<file path="config.mk">
export PLATFORM = sky130hd
export DESIGN_NAME = tuner_sched_flat
export DESIGN_NICKNAME = d
export VERILOG_FILES = /design/src/rtl/tuner_if.sv /design/src/rtl/tuner_sched.sv /design/src/flat_wrapper.sv
export SDC_FILE = /design/constraint.sdc
export NUM_CORES = 1
export LEC_CHECK = 0
export ABC_CLOCK_PERIOD_IN_PS = 8300
export BUFFER_PORTS_ARGS = -buffer_cell sky130_fd_sc_hd__buf_4
export CORE_UTILIZATION = 40
export CTS_BUF_LIST = sky130_fd_sc_hd__clkbuf_16
export CTS_CLUSTER_SIZE = 16
export DETAILED_ROUTE_END_ITERATION = 16
export SYNTH_ARGS = -nofsm -noshare
export SYNTH_HDL_FRONTEND = slang
export SYNTH_SLANG_ARGS = --single-unit
</file>
<file path="constraint.sdc">
create_clock -name clk -period 8.3 [get_ports clk]
set_input_delay 2.49 -clock clk [delete_from_list [all_inputs] [get_ports clk]]
set_output_delay 2.49 -clock clk [all_outputs]
set_load 0.02 [all_outputs]
</file>
<file path="src/rtl/tuner_if.sv">
// Bundle of sample-input, control and shared-slice signals for tuner_sched.
// The master side is the sample source and slice owner; tuner_sched is the slave.
interface tuner_if #(
    parameter int dsz = 14,
    parameter int psz = 12,
    parameter int asz = 32
);
    logic                  in_valid;
    logic signed [dsz-1:0] in;
    logic [asz-1:0]        freq;
    logic                  freq_wr;
    logic                  phs_rst;
    logic                  ovr_clr;
    logic [psz-1:0]        slc_phs;
    logic                  slc_shf_90;
    logic signed [dsz-1:0] slc_in;
    logic signed [dsz-1:0] slc_out;
    logic signed [dsz-1:0] i_out;
    logic signed [dsz-1:0] q_out;
    logic                  out_valid;
    logic                  busy;
    logic                  overrun;

    modport master (
        output in_valid, in, freq, freq_wr, phs_rst, ovr_clr, slc_out,
        input  slc_phs, slc_shf_90, slc_in, i_out, q_out, out_valid, busy, overrun
    );

    modport slave (
        input  in_valid, in, freq, freq_wr, phs_rst, ovr_clr, slc_out,
        output slc_phs, slc_shf_90, slc_in, i_out, q_out, out_valid, busy, overrun
    );
endinterface

</file>
<file path="src/rtl/tuner_sched.sv">
// Time-shares one tuner slice between the I and Q legs of each real sample,
// tracking the phase accumulator and re-assembling slice results into I/Q pairs.
module tuner_sched #(
    parameter int dsz     = 14,
    parameter int psz     = 12,
    parameter int asz     = 32,
    parameter int LAT_PH  = 4,
    parameter int LAT_OUT = 2
) (
    input logic     clk,
    input logic     reset,
    tuner_if.slave  bus
);
    // The data pipe and the valid pipe share taps, so LAT_PH must be at least 2.
    localparam int DDEPTH = LAT_PH - 1;
    localparam int VDEPTH = LAT_PH + LAT_OUT;

    typedef enum logic [1:0] {
        IDLE,
        ISS_I,
        ISS_Q
    } state_t;

    state_t state;
    state_t state_next;
    logic   accept;
    logic   drop;

    logic [asz-1:0]        acc;
    logic [asz-1:0]        freq_shadow;
    logic [asz-1:0]        phase;
    logic                  rst_pend;
    logic [psz-1:0]        phs_reg;
    logic signed [dsz-1:0] sample;
    logic                  overrun_reg;

    logic [VDEPTH-1:0]     vpipe;
    logic signed [dsz-1:0] dpipe [DDEPTH];
    logic signed [dsz-1:0] slc_in_reg;
    logic                  i_cap;
    logic                  q_cap;
    logic signed [dsz-1:0] i_reg;
    logic signed [dsz-1:0] q_reg;
    logic                  out_valid_reg;

    always_ff @(posedge clk) begin
        if (reset) state <= IDLE;
        else       state <= state_next;
    end

    always_comb begin
        state_next = state;
        accept     = 1'b0;
        drop       = 1'b0;
        case (state)
            IDLE: begin
                if (bus.in_valid) begin
                    accept     = 1'b1;
                    state_next = ISS_I;
                end
            end
            ISS_I: begin
                drop       = bus.in_valid;
                state_next = ISS_Q;
            end
            ISS_Q: begin
                if (bus.in_valid) begin
                    accept     = 1'b1;
                    state_next = ISS_I;
                end else begin
                    state_next = IDLE;
                end
            end
            default: state_next = IDLE;
        endcase
    end

    // A clear request arriving with the accepted sample applies to that sample.
    assign phase = (bus.phs_rst || rst_pend) ? '0 : acc;

    always_ff @(posedge clk) begin
        if (reset) begin
            acc         <= '0;
            freq_shadow <= '0;
            rst_pend    <= 1'b0;
            phs_reg     <= '0;
            sample      <= '0;
            overrun_reg <= 1'b0;
        end else begin
            if (bus.freq_wr) freq_shadow <= bus.freq;
            if (accept) begin
                acc      <= phase + freq_shadow;
                phs_reg  <= phase[asz-1 -: psz];
                sample   <= bus.in;
                rst_pend <= 1'b0;
            end else if (bus.phs_rst) begin
                rst_pend <= 1'b1;
            end
            if (drop)             overrun_reg <= 1'b1;
            else if (bus.ovr_clr) overrun_reg <= 1'b0;
        end
    end

    // vpipe[j] and dpipe[j] both describe the sample issued j+1 cycles ago.
    always_ff @(posedge clk) begin
        if (reset) begin
            vpipe <= '0;
            for (int k = 0; k < DDEPTH; k++) dpipe[k] <= '0;
        end else begin
            vpipe    <= {vpipe[VDEPTH-2:0], (state == ISS_I)};
            dpipe[0] <= sample;
            for (int k = 1; k < DDEPTH; k++) dpipe[k] <= dpipe[k-1];
        end
    end

    assign i_cap = vpipe[VDEPTH-1];

    always_ff @(posedge clk) begin
        if (reset) begin
            slc_in_reg    <= '0;
            q_cap         <= 1'b0;
            i_reg         <= '0;
            q_reg         <= '0;
            out_valid_reg <= 1'b0;
        end else begin
            if (vpipe[LAT_PH-2]) slc_in_reg <= dpipe[LAT_PH-2];
            q_cap         <= i_cap;
            out_valid_reg <= q_cap;
            if (i_cap) i_reg <= bus.slc_out;
            if (q_cap) q_reg <= bus.slc_out;
        end
    end

    assign bus.slc_phs    = phs_reg;
    assign bus.slc_shf_90 = (state == ISS_Q);
    assign bus.busy       = (state == ISS_I);
    assign bus.slc_in     = slc_in_reg;
    assign bus.i_out      = i_reg;
    assign bus.q_out      = q_reg;
    assign bus.out_valid  = out_valid_reg;
    assign bus.overrun    = overrun_reg;
endmodule

</file>
<file path="src/flat_wrapper.sv">
// flat-port wrapper written by rule: the top's interface ports become plain ports
module tuner_sched_flat 
#(
    parameter int dsz     = 14,
    parameter int psz     = 12,
    parameter int asz     = 32,
    parameter int LAT_PH  = 4,
    parameter int LAT_OUT = 2
)
  (clk, reset, bus_in_valid, bus_in, bus_freq, bus_freq_wr, bus_phs_rst, bus_ovr_clr, bus_slc_out, bus_slc_phs, bus_slc_shf_90, bus_slc_in, bus_i_out, bus_q_out, bus_out_valid, bus_busy, bus_overrun);
  tuner_if #(.dsz(dsz), .psz(psz), .asz(asz)) bus_i ();
  input logic clk;
  input logic reset;
  input wire logic [$bits(bus_i.in_valid)-1:0] bus_in_valid;
  input wire logic [$bits(bus_i.in)-1:0] bus_in;
  input wire logic [$bits(bus_i.freq)-1:0] bus_freq;
  input wire logic [$bits(bus_i.freq_wr)-1:0] bus_freq_wr;
  input wire logic [$bits(bus_i.phs_rst)-1:0] bus_phs_rst;
  input wire logic [$bits(bus_i.ovr_clr)-1:0] bus_ovr_clr;
  input wire logic [$bits(bus_i.slc_out)-1:0] bus_slc_out;
  output wire logic [$bits(bus_i.slc_phs)-1:0] bus_slc_phs;
  output wire logic [$bits(bus_i.slc_shf_90)-1:0] bus_slc_shf_90;
  output wire logic [$bits(bus_i.slc_in)-1:0] bus_slc_in;
  output wire logic [$bits(bus_i.i_out)-1:0] bus_i_out;
  output wire logic [$bits(bus_i.q_out)-1:0] bus_q_out;
  output wire logic [$bits(bus_i.out_valid)-1:0] bus_out_valid;
  output wire logic [$bits(bus_i.busy)-1:0] bus_busy;
  output wire logic [$bits(bus_i.overrun)-1:0] bus_overrun;
  assign bus_i.in_valid = bus_in_valid;
  assign bus_i.in = bus_in;
  assign bus_i.freq = bus_freq;
  assign bus_i.freq_wr = bus_freq_wr;
  assign bus_i.phs_rst = bus_phs_rst;
  assign bus_i.ovr_clr = bus_ovr_clr;
  assign bus_i.slc_out = bus_slc_out;
  assign bus_slc_phs = bus_i.slc_phs;
  assign bus_slc_shf_90 = bus_i.slc_shf_90;
  assign bus_slc_in = bus_i.slc_in;
  assign bus_i_out = bus_i.i_out;
  assign bus_q_out = bus_i.q_out;
  assign bus_out_valid = bus_i.out_valid;
  assign bus_busy = bus_i.busy;
  assign bus_overrun = bus_i.overrun;
  tuner_sched #(.dsz(dsz), .psz(psz), .asz(asz), .LAT_PH(LAT_PH), .LAT_OUT(LAT_OUT)) u_core (.clk(clk), .reset(reset), .bus(bus_i));
endmodule
</file>
=== Word level (Yosys, flattened, before mapping) ===
Memory sizes are Yosys's and may differ from the RTL's. A register that Yosys moved wholly into a read port is not among the register bits.
Index checks and enable logic that the tools add are counted.

* $add $sub $neg: 1
* Equality and inequality tests: 3
* Multiplexer cells: 15
* Bitwise operators: 3
* Reductions and logical operators: 5

{| class="wikitable"
|+ Operators with widths
! kind !! number
|-
| 14-bit two-way mux || 3
|-
| 32-bit adder || 1
|-
| 32-bit two-way mux || 1
|-
| 1-bit two-way mux || 9
|-
| 2-bit one-hot mux with 3 select lines || 1
|-
| 2-bit OR reduction || 2
|-
| 1-bit bitwise OR || 3
|-
| 2-bit by 1-bit equality test with 1-bit output, second input constant || 1
|-
| 2-bit equality test, second input constant || 1
|-
| 2-bit zero test || 1
|-
| 2-bit two-way mux || 1
|-
| 2-bit != test, second input constant || 1
|-
| 2-bit nonzero test || 1
|-
| 1-bit logical OR || 1
|}

* Flip-flop bits (word level): 130
* Memory bits (writable): 42
* Input port bits: 66
* Output and inout bits: 58
* Logic and storage cells: 40
* Memories: 1

{| class="wikitable"
|+ Memory list
! name !! words !! width !! rd ports !! clocked after memory_dff !! wr ports !! RTL line !! RTL
|-
| u_core.dpipe || 3 || 14 || 3 || 1 || 3 || tuner_sched.sv:38 || <nowiki>logic signed [dsz-1:0] dpipe [DDEPTH];</nowiki>
|}

=== Logic depth before layout (Yosys ltp) ===
Gate-level depths: netlist of the first run.

* Word-level depth: 4
* Gate-level depth with buffers: 13

=== Least setup slack after synthesis of the first run ===
Ideal clock, no wire load.

* Kind: input -> register
* From: input port bus_phs_rst
* To: register u_core.acc[16]
* Library setup time: 117 ps
* Arrival: 4958 ps
* Data required time: 8183 ps
* Setup slack: 3226 ps
* Stages on the path: 12
* Cell sequence: nor2_1 clkbuf_1 and2_1 ha_1 a21o_2 a21oi_1 and2_1 o21ai_1 a311oi_1 o31ai_1 xor2_1 a22o_1

* Word-level cells in the longest chain between the ends: 3

{| class="wikitable"
|+ Ends and longest elaborated chain
! what !! RTL line !! RTL
|-
| start, declared || flat_wrapper.sv:18 || <nowiki>input wire logic [$bits(bus_i.phs_rst)-1:0] bus_phs_rst;</nowiki>
|-
| 1-bit logical OR || tuner_sched.sv:79 || <nowiki>assign phase = (bus.phs_rst || rst_pend) ? '0 : acc;</nowiki>
|-
| 32-bit two-way mux || tuner_sched.sv:79 ||
|-
| 32-bit adder || tuner_sched.sv:92 || <nowiki>acc <= phase + freq_shadow;</nowiki>
|-
| end signal, assigned || tuner_sched.sv:92 ||
|-
| end, declared || tuner_sched.sv:29 || <nowiki>logic [asz-1:0] acc;</nowiki>
|}

No other way between the ends.
A chain may end at the register's enable or synchronous reset.

=== Final worst setup path of the first run ===
Ends and elaborated chain as after synthesis.

==> run_results.csv, run 1 <==
group,metric,value,unit
status,outcome,"finished, final reports clean",
placed_design,gp_congestion,0.809,
layout,final_cell_area,9410,µm²
power_and_ir_drop,p_sw_frac,0.242,
hold_path,hold_path.class,"reg -> reg",
grt,grt_pass1_vias,5242,
layout,fin_cells,1131,
route,drt_iter0_markers,226,
logic_synthesis,yosysTopAreaCell,"dfxtp_1",
route,via_per_inst,4.96,
grt,grt_overflow,0,
setup_path,ff2ff_path_depth,12,
setup_path,critical_path.max_stage_delay,0.41,ns
setup_path,cp_cell_sequence,"buf_4, nor2_1, buf_4, and2_1, ha_1, a21o_2, a21oi_1, and2_1, o21ai_1, a311oi_1, o31ai_1, xor2_1, a22o_1",
flow_run,cap_violations,0,
setup_path,crit_slowest_cell,"a311oi_1",
sta,period_minus_slack,5.00,ns
die,dieArea,19700,µm²
layout,syn2layout_area_growth,22.6,%
layout,final_cell_mix,"186 x dfxtp_1, 128 x buf_4, 93 x nor2_1",
layout,final_layout_size_suffix_gt1_frac,0.193,
layout,largest_registers,"u_core.dpipe x42, u_core.acc x32, u_core.freq_shadow x32",
power_and_ir_drop,cellLeakagePower,4.09,nW
logic_synthesis,syn_nets,880,
placed_design,io_buffers,123,
logic_synthesis,avgSynthCellArea,9.81,µm²
sta,hold_viol,0,
logic_synthesis,synthFlopType,"dfxtp_1",
setup_path,worst-path-stages,13,
clocking,post_cts_resized,0,
route,via_count,5614,
die,rows,50,
sta,fin_hold_ws,0.432,ns
power_and_ir_drop,p_int,1.47,mW
layout,largest_reg_flops,42,
die,die-height,140,µm
setup_path,crit_type,"in -> reg",
route,drc,0,
logic_synthesis,synth_area,7670,µm²
logic_synthesis,ys_ff_latch,186,
sta,fin_crit_sh,0.602,
logic_synthesis,syn_inst,782,
power_and_ir_drop,comb_power_share,0.070,
clocking,cts_hold_buf,0,
logic_synthesis,yosysSeqAreaShare,0.485,
grt,grt_start_max_net_pins,88,
logic_synthesis,synth_edf_count,0,
setup_path,path_delay_family,"compound AO/OA/AOI/OAI gates",
logic_synthesis,synthTopCellsByArea,"dfxtp_1 49%, mux2i_1 9.9%, ha_1 5.1%",
route,wl,15800,µm
power_and_ir_drop,p_per_area,207,nW/µm²
sta,tightest_slew,0.934,ns
grt,track_usage,0.167,
setup_path,arrival,5.31,ns
sta,setup_viol,0,
power_and_ir_drop,ir_drop,144,µV
layout,final_common_cell,"dfxtp_1",
setup_path,critPathMaxFanout,34,
setup_path,crit_path_end_kind,"flip-flop",
placed_design,hpwlAfterDp,10400,µm
clocking,cts_buffers,17,
power_and_ir_drop,clkPwrFrac,0.450,
sta,grt_setup_unrepaired,"no",
sta,fmax,0.200,GHz
clocking,clock-root-buffer,"clkbuf_16",
sta,fin_setup_tns,0,ns
clocking,clock_latency,0.43,ns
die,initial_core_util,0.409,
logic_synthesis,yosysWarnings,0,
setup_path,crit_required,8.62,ns
die,die_x,140,µm
die,core,18800,µm²
layout,diodes,0,
layout,nFillCells,1782,
hold_path,hold_depth,1,
power_and_ir_drop,power.switching,0.472,mW
route,ant_nets,0,
sta,relSlewSlack,0.377,
layout,largest-register,"u_core.dpipe",
sta,final_max_slew_viol_count,0,
power_and_ir_drop,p_seq_frac,0.480,
clocking,cts_tree,"built",
grt,antenna_found_initial,1,
placed_design,placed_cell_area,8760,µm²
clocking,cts_setup_buffers,0,
clocking,path_clk_slew,0.07,ns
sta,finClkSkew,0.0131,ns
layout,seq_area,3720,µm²
setup_path,startpoint_type,"input port",
die,ios,124,
clocking,clockBufferDepth,2,
clocking,cts_sinks,186,
clocking,htree_levels,4,
route,dr.pass1.iters,4,
logic_synthesis,synthDistinctLibCells,50,
grt,grt_pass1_wl,26300,µm
route,wire_per_inst,14.0,µm
setup_path,crit_buf_inv,2,
logic_synthesis,synth_top_area_share,0.485,
placed_design,post-place-cells,1099,
layout,final_nets,982,
logic_synthesis,synth-async-reset-ratio,0,
layout,multi_input_area,3770,µm²
Yosys cell counts, types with 6 or more instances:
library cell / number
nor3_1: 6
nand3_1: 10
and2_1: 33
clkbuf_1: 37
nor2_1: 94
a21o_1: 18
dfxtp_1: 186
nand2_1: 43
xnor2_1: 13
a22o_1: 30
ha_1: 31
nor2b_1: 58
o21ai_0: 31
xor2_1: 13
a21oi_1: 30
buf_1: 7
mux2i_1: 76
metrics by stage:
stage / utilization / total power, mW / worst slack (ns)
2_1_floorplan: - / 1.04 / 3.23
3_3_place_gp: 0.467 / 1.09 / 2.96
3_5_place_dp: 0.467 / 1.09 / 2.89
4_1_cts: 0.501 / 1.97 / 3.34
5_1_grt: 0.501 / 2.03 / 3.04
6_report: 0.501 / 1.95 / 3.30
power by group through the flow:
stage                     sequential, mW  clock [mW]  combinational (mW)
final                              0.934       0.875               0.137
after global routing               0.937       0.935               0.154
after CTS                          0.934       0.899               0.139
after detailed placement           0.955           0               0.138
after global placement             0.955           0               0.137
after floorplan                    0.950           0              0.0904
worst paths after layout:
kind	startpoint	to	slack, ns
setup / recovery	bus_phs_rst	u_core.acc[16]$_SDFFE_PP0P_	3.30
hold / removal	u_core.dpipe[1][13]$_SDFF_PP0_	u_core.dpipe[2][13]$_SDFF_PP0_	0.43
setup reg to reg	u_core.rst_pend$_SDFFE_PP0P_	u_core.acc[16]$_SDFFE_PP0P_	5.15
hold reg to reg	u_core.dpipe[1][13]$_SDFF_PP0_	u_core.dpipe[2][13]$_SDFF_PP0_	0.43
cell type report:
| type | count | area share |
|---|---|---|
| tap | 234 | 0.0311 |
| clock buffer | 17 | 0.0452 |
| inverter | 5 | 0.00200 |
| sequential | 186 | 0.396 |
| clock inverter | 15 | 0.0230 |
| multi-input combinational | 546 | 0.401 |
| timing repair buffer | 128 | 0.102 |
cell families after synthesis:
kind of cell	after synthesis	share of synthesized area
and+or+nand+nor	259	0.166
AOI/OAI and AO/OA	153	0.143
adders and majority gates	32	0.0532
xor gates and xnor gates	26	0.0297
DFF	186	0.485
buffers and inverters	50	0.0246
muxes	76	0.0992
metal layers:
layer / global-route usage / vias to the layer above / share of wire
li1: - / 2909 / -
met1: 0.225 / 2577 / 0.51
met2: 0.259 / 97 / 0.43
met3: 0.0352 / 29 / 0.033
met4: 0.0704 / 2 / 0.018
met5: 0 / - / 0.00057
(Power assumes the default switching activity.)
==> inputs of run 2 (changes only) <==
Settings changed: ABC_CLOCK_PERIOD_IN_PS 8300 to 4110.
Clock period 8.3 ns to 4.11 ns, I/O delays scaled along.
==> run 2 against run 1 <==
Effect of this change: critical path depth unchanged; worst hold slack is essentially flat; first-iteration DRC count increased by 27%; clock power grew 90%; total power grew 97%; setup slack worse by 2.8 ns; count of clock-buffer cells in the layout did not move; non-clock buffer count rose by 10; wire length increased by 2.0%; clock skew shrank 0.0022 ns; combinational power up 110%; sequential power is 100% higher.
==> run_results.csv, run 2 (synthesis gave the netlist of run 1 again) <==
group,metric,value,unit
status,outcome,"finished, final reports clean",
die,rows,50,
setup_path,crit_required,4.44,ns
route,drc,0,
sta,fin_crit_sh,0.878,
layout,nFillCells,1782,
die,dieArea,19700,µm²
sta,tightest_slew,0.951,ns
route,wl,16100,µm
sta,period_minus_slack,3.61,ns
die,core,18800,µm²
placed_design,gp_congestion,0.860,
clocking,cts_tree,"built",
setup_path,crit_type,"in -> reg",
sta,grt_setup_unrepaired,"no",
sta,fin_setup_tns,0,ns
clocking,clock_latency,0.43,ns
sta,hold_viol,0,
die,initial_core_util,0.409,
route,drt_iter0_markers,286,
setup_path,crit_path_end_kind,"flip-flop",
layout,final_nets,992,
die,die_x,140,µm
grt,grt_pass1_vias,5255,
grt,antenna_found_initial,0,
layout,largest_registers,"u_core.dpipe x42, u_core.acc x32, u_core.freq_shadow x32",
power_and_ir_drop,cellLeakagePower,4.13,nW
clocking,cts_setup_buffers,0,
grt,grt_pass1_wl,26800,µm
clocking,cts_hold_buf,0,
power_and_ir_drop,ir_drop,295,µV
placed_design,hpwlAfterDp,11000,µm
route,via_per_inst,4.90,
layout,final_common_cell,"dfxtp_1",
setup_path,startpoint_type,"input port",
route,ant_nets,0,
layout,diodes,0,
clocking,cts_sinks,186,
grt,met1_usage,0.233,
sta,setup_viol,0,
clocking,cts_buffers,17,
route,dr.pass1.iters,4,
grt,grt_start_max_net_pins,99,
sta,finClkSkew,0.0109,ns
sta,relSlewSlack,0.366,
hold_path,hold_path.class,"reg -> reg",
layout,largest-register,"u_core.dpipe",
setup_path,critPathMaxFanout,24,
layout,syn2layout_area_growth,23.3,%
route,via_count,5590,
clocking,clockBufferDepth,2,
power_and_ir_drop,report.power.total,3.84,mW
die,ios,124,
power_and_ir_drop,p_per_area,406,nW/µm²
grt,grtUsageMet3,0.0376,
sta,final_max_slew_viol_count,0,
grt,grt_overflow,0,
grt,grt_busiest_layer,"met2",
grt,track_usage,0.171,
placed_design,io_buffers,123,
sta,fmax,0.277,GHz
clocking,post_cts_resized,0,
setup_path,arrival,3.94,ns
layout,final_cell_mix,"186 x dfxtp_1, 137 x buf_4, 93 x nor2_1",
grt,grt_use_met2,0.268,
layout,largest_reg_flops,42,
clocking,clock-root-buffer,"clkbuf_16",
route,wire_per_inst,14.1,µm
flow_run,cap_violations,0,
clocking,htree_levels,4,
layout,final_layout_size_suffix_gt1_frac,0.201,
clocking,path_clk_slew,0.08,ns
die,die-height,140,µm
## run 2: cell count changes in the layout (fill, tap and decap cells not counted)
cell        delta
inv_8          +2
clkinv_4       +1
clkinv_8       +1
buf_4          +9
inv_6          -4
bufinv_16      -2
clkinvlp_4     +1
buf_12         +1
clkinv_1       +1
## run 2: cell type report
type	count	area, µm²	area share
multi-input combinational	546	3770	0.398
sequential	186	3720	0.394
timing repair buffer	138	1050	0.111
clock buffer	17	425	0.0450
tap	234	293	0.0310
clock inverter	15	180	0.0191
inverter	5	18.8	0.00198
## run 2: power by group
part	internal (mW)	total (mW)	switching [mW]
clock	0.873	1.66	0.789
sequential	1.86	1.89	0.0304
combinational	0.137	0.288	0.151
## run 2: critical path, stage by stage
cell and delay [ns]:
buf_4 0.11, nor2_1 0.17, buf_12 0.19, and2_1 0.14, ha_1 0.27, a21o_2 0.23
a21oi_1 0.35, and2_1 0.23, o21ai_1 0.13, a311oi_1 0.37, o31ai_1 0.15, xor2_1 0.15
a22o_1 0.19
## run 2: final timing paths
path	from	to	slack (ns)	depth (start not counted)
worst min-delay path	u_core.dpipe[0][10]$_SDFF_PP0_	u_core.dpipe[1][10]$_SDFF_PP0_	0.43	1
worst min register to register	u_core.dpipe[0][10]$_SDFF_PP0_	u_core.dpipe[1][10]$_SDFF_PP0_	0.43	1
worst max register to register	u_core.rst_pend$_SDFFE_PP0P_	u_core.acc[16]$_SDFFE_PP0P_	1.09	12
worst max-delay path	bus_phs_rst	u_core.acc[16]$_SDFFE_PP0P_	0.50	13
## run 2: per-layer routing
metal | vias up | routed length, µm | part of all wire
met5 | - | 0 | 0
met4 | 0 | 195 | 0.012
met3 | 19 | 490 | 0.030
met2 | 101 | 7250 | 0.45
met1 | 2540 | 8200 | 0.51
li1 | 2930 | - | -
## run 2: through the flow
| stage | hold WS, ns | cell area (µm²) | utilization | std cells | setup slack, ns |
|---|---|---|---|---|---|
| after floorplan | 0.414 | 7670 | - | 782 | 0.293 |
| after global placement | 0.415 | 8850 | 0.472 | 1109 | 0.138 |
| after detailed placement | 0.420 | 8850 | 0.472 | 1109 | 0.0729 |
| after CTS | 0.435 | 9460 | 0.504 | 1141 | 0.522 |
| after global routing | 0.448 | 9460 | 0.504 | 1141 | 0.296 |
| final | 0.431 | 9460 | 0.504 | 1141 | 0.503 |
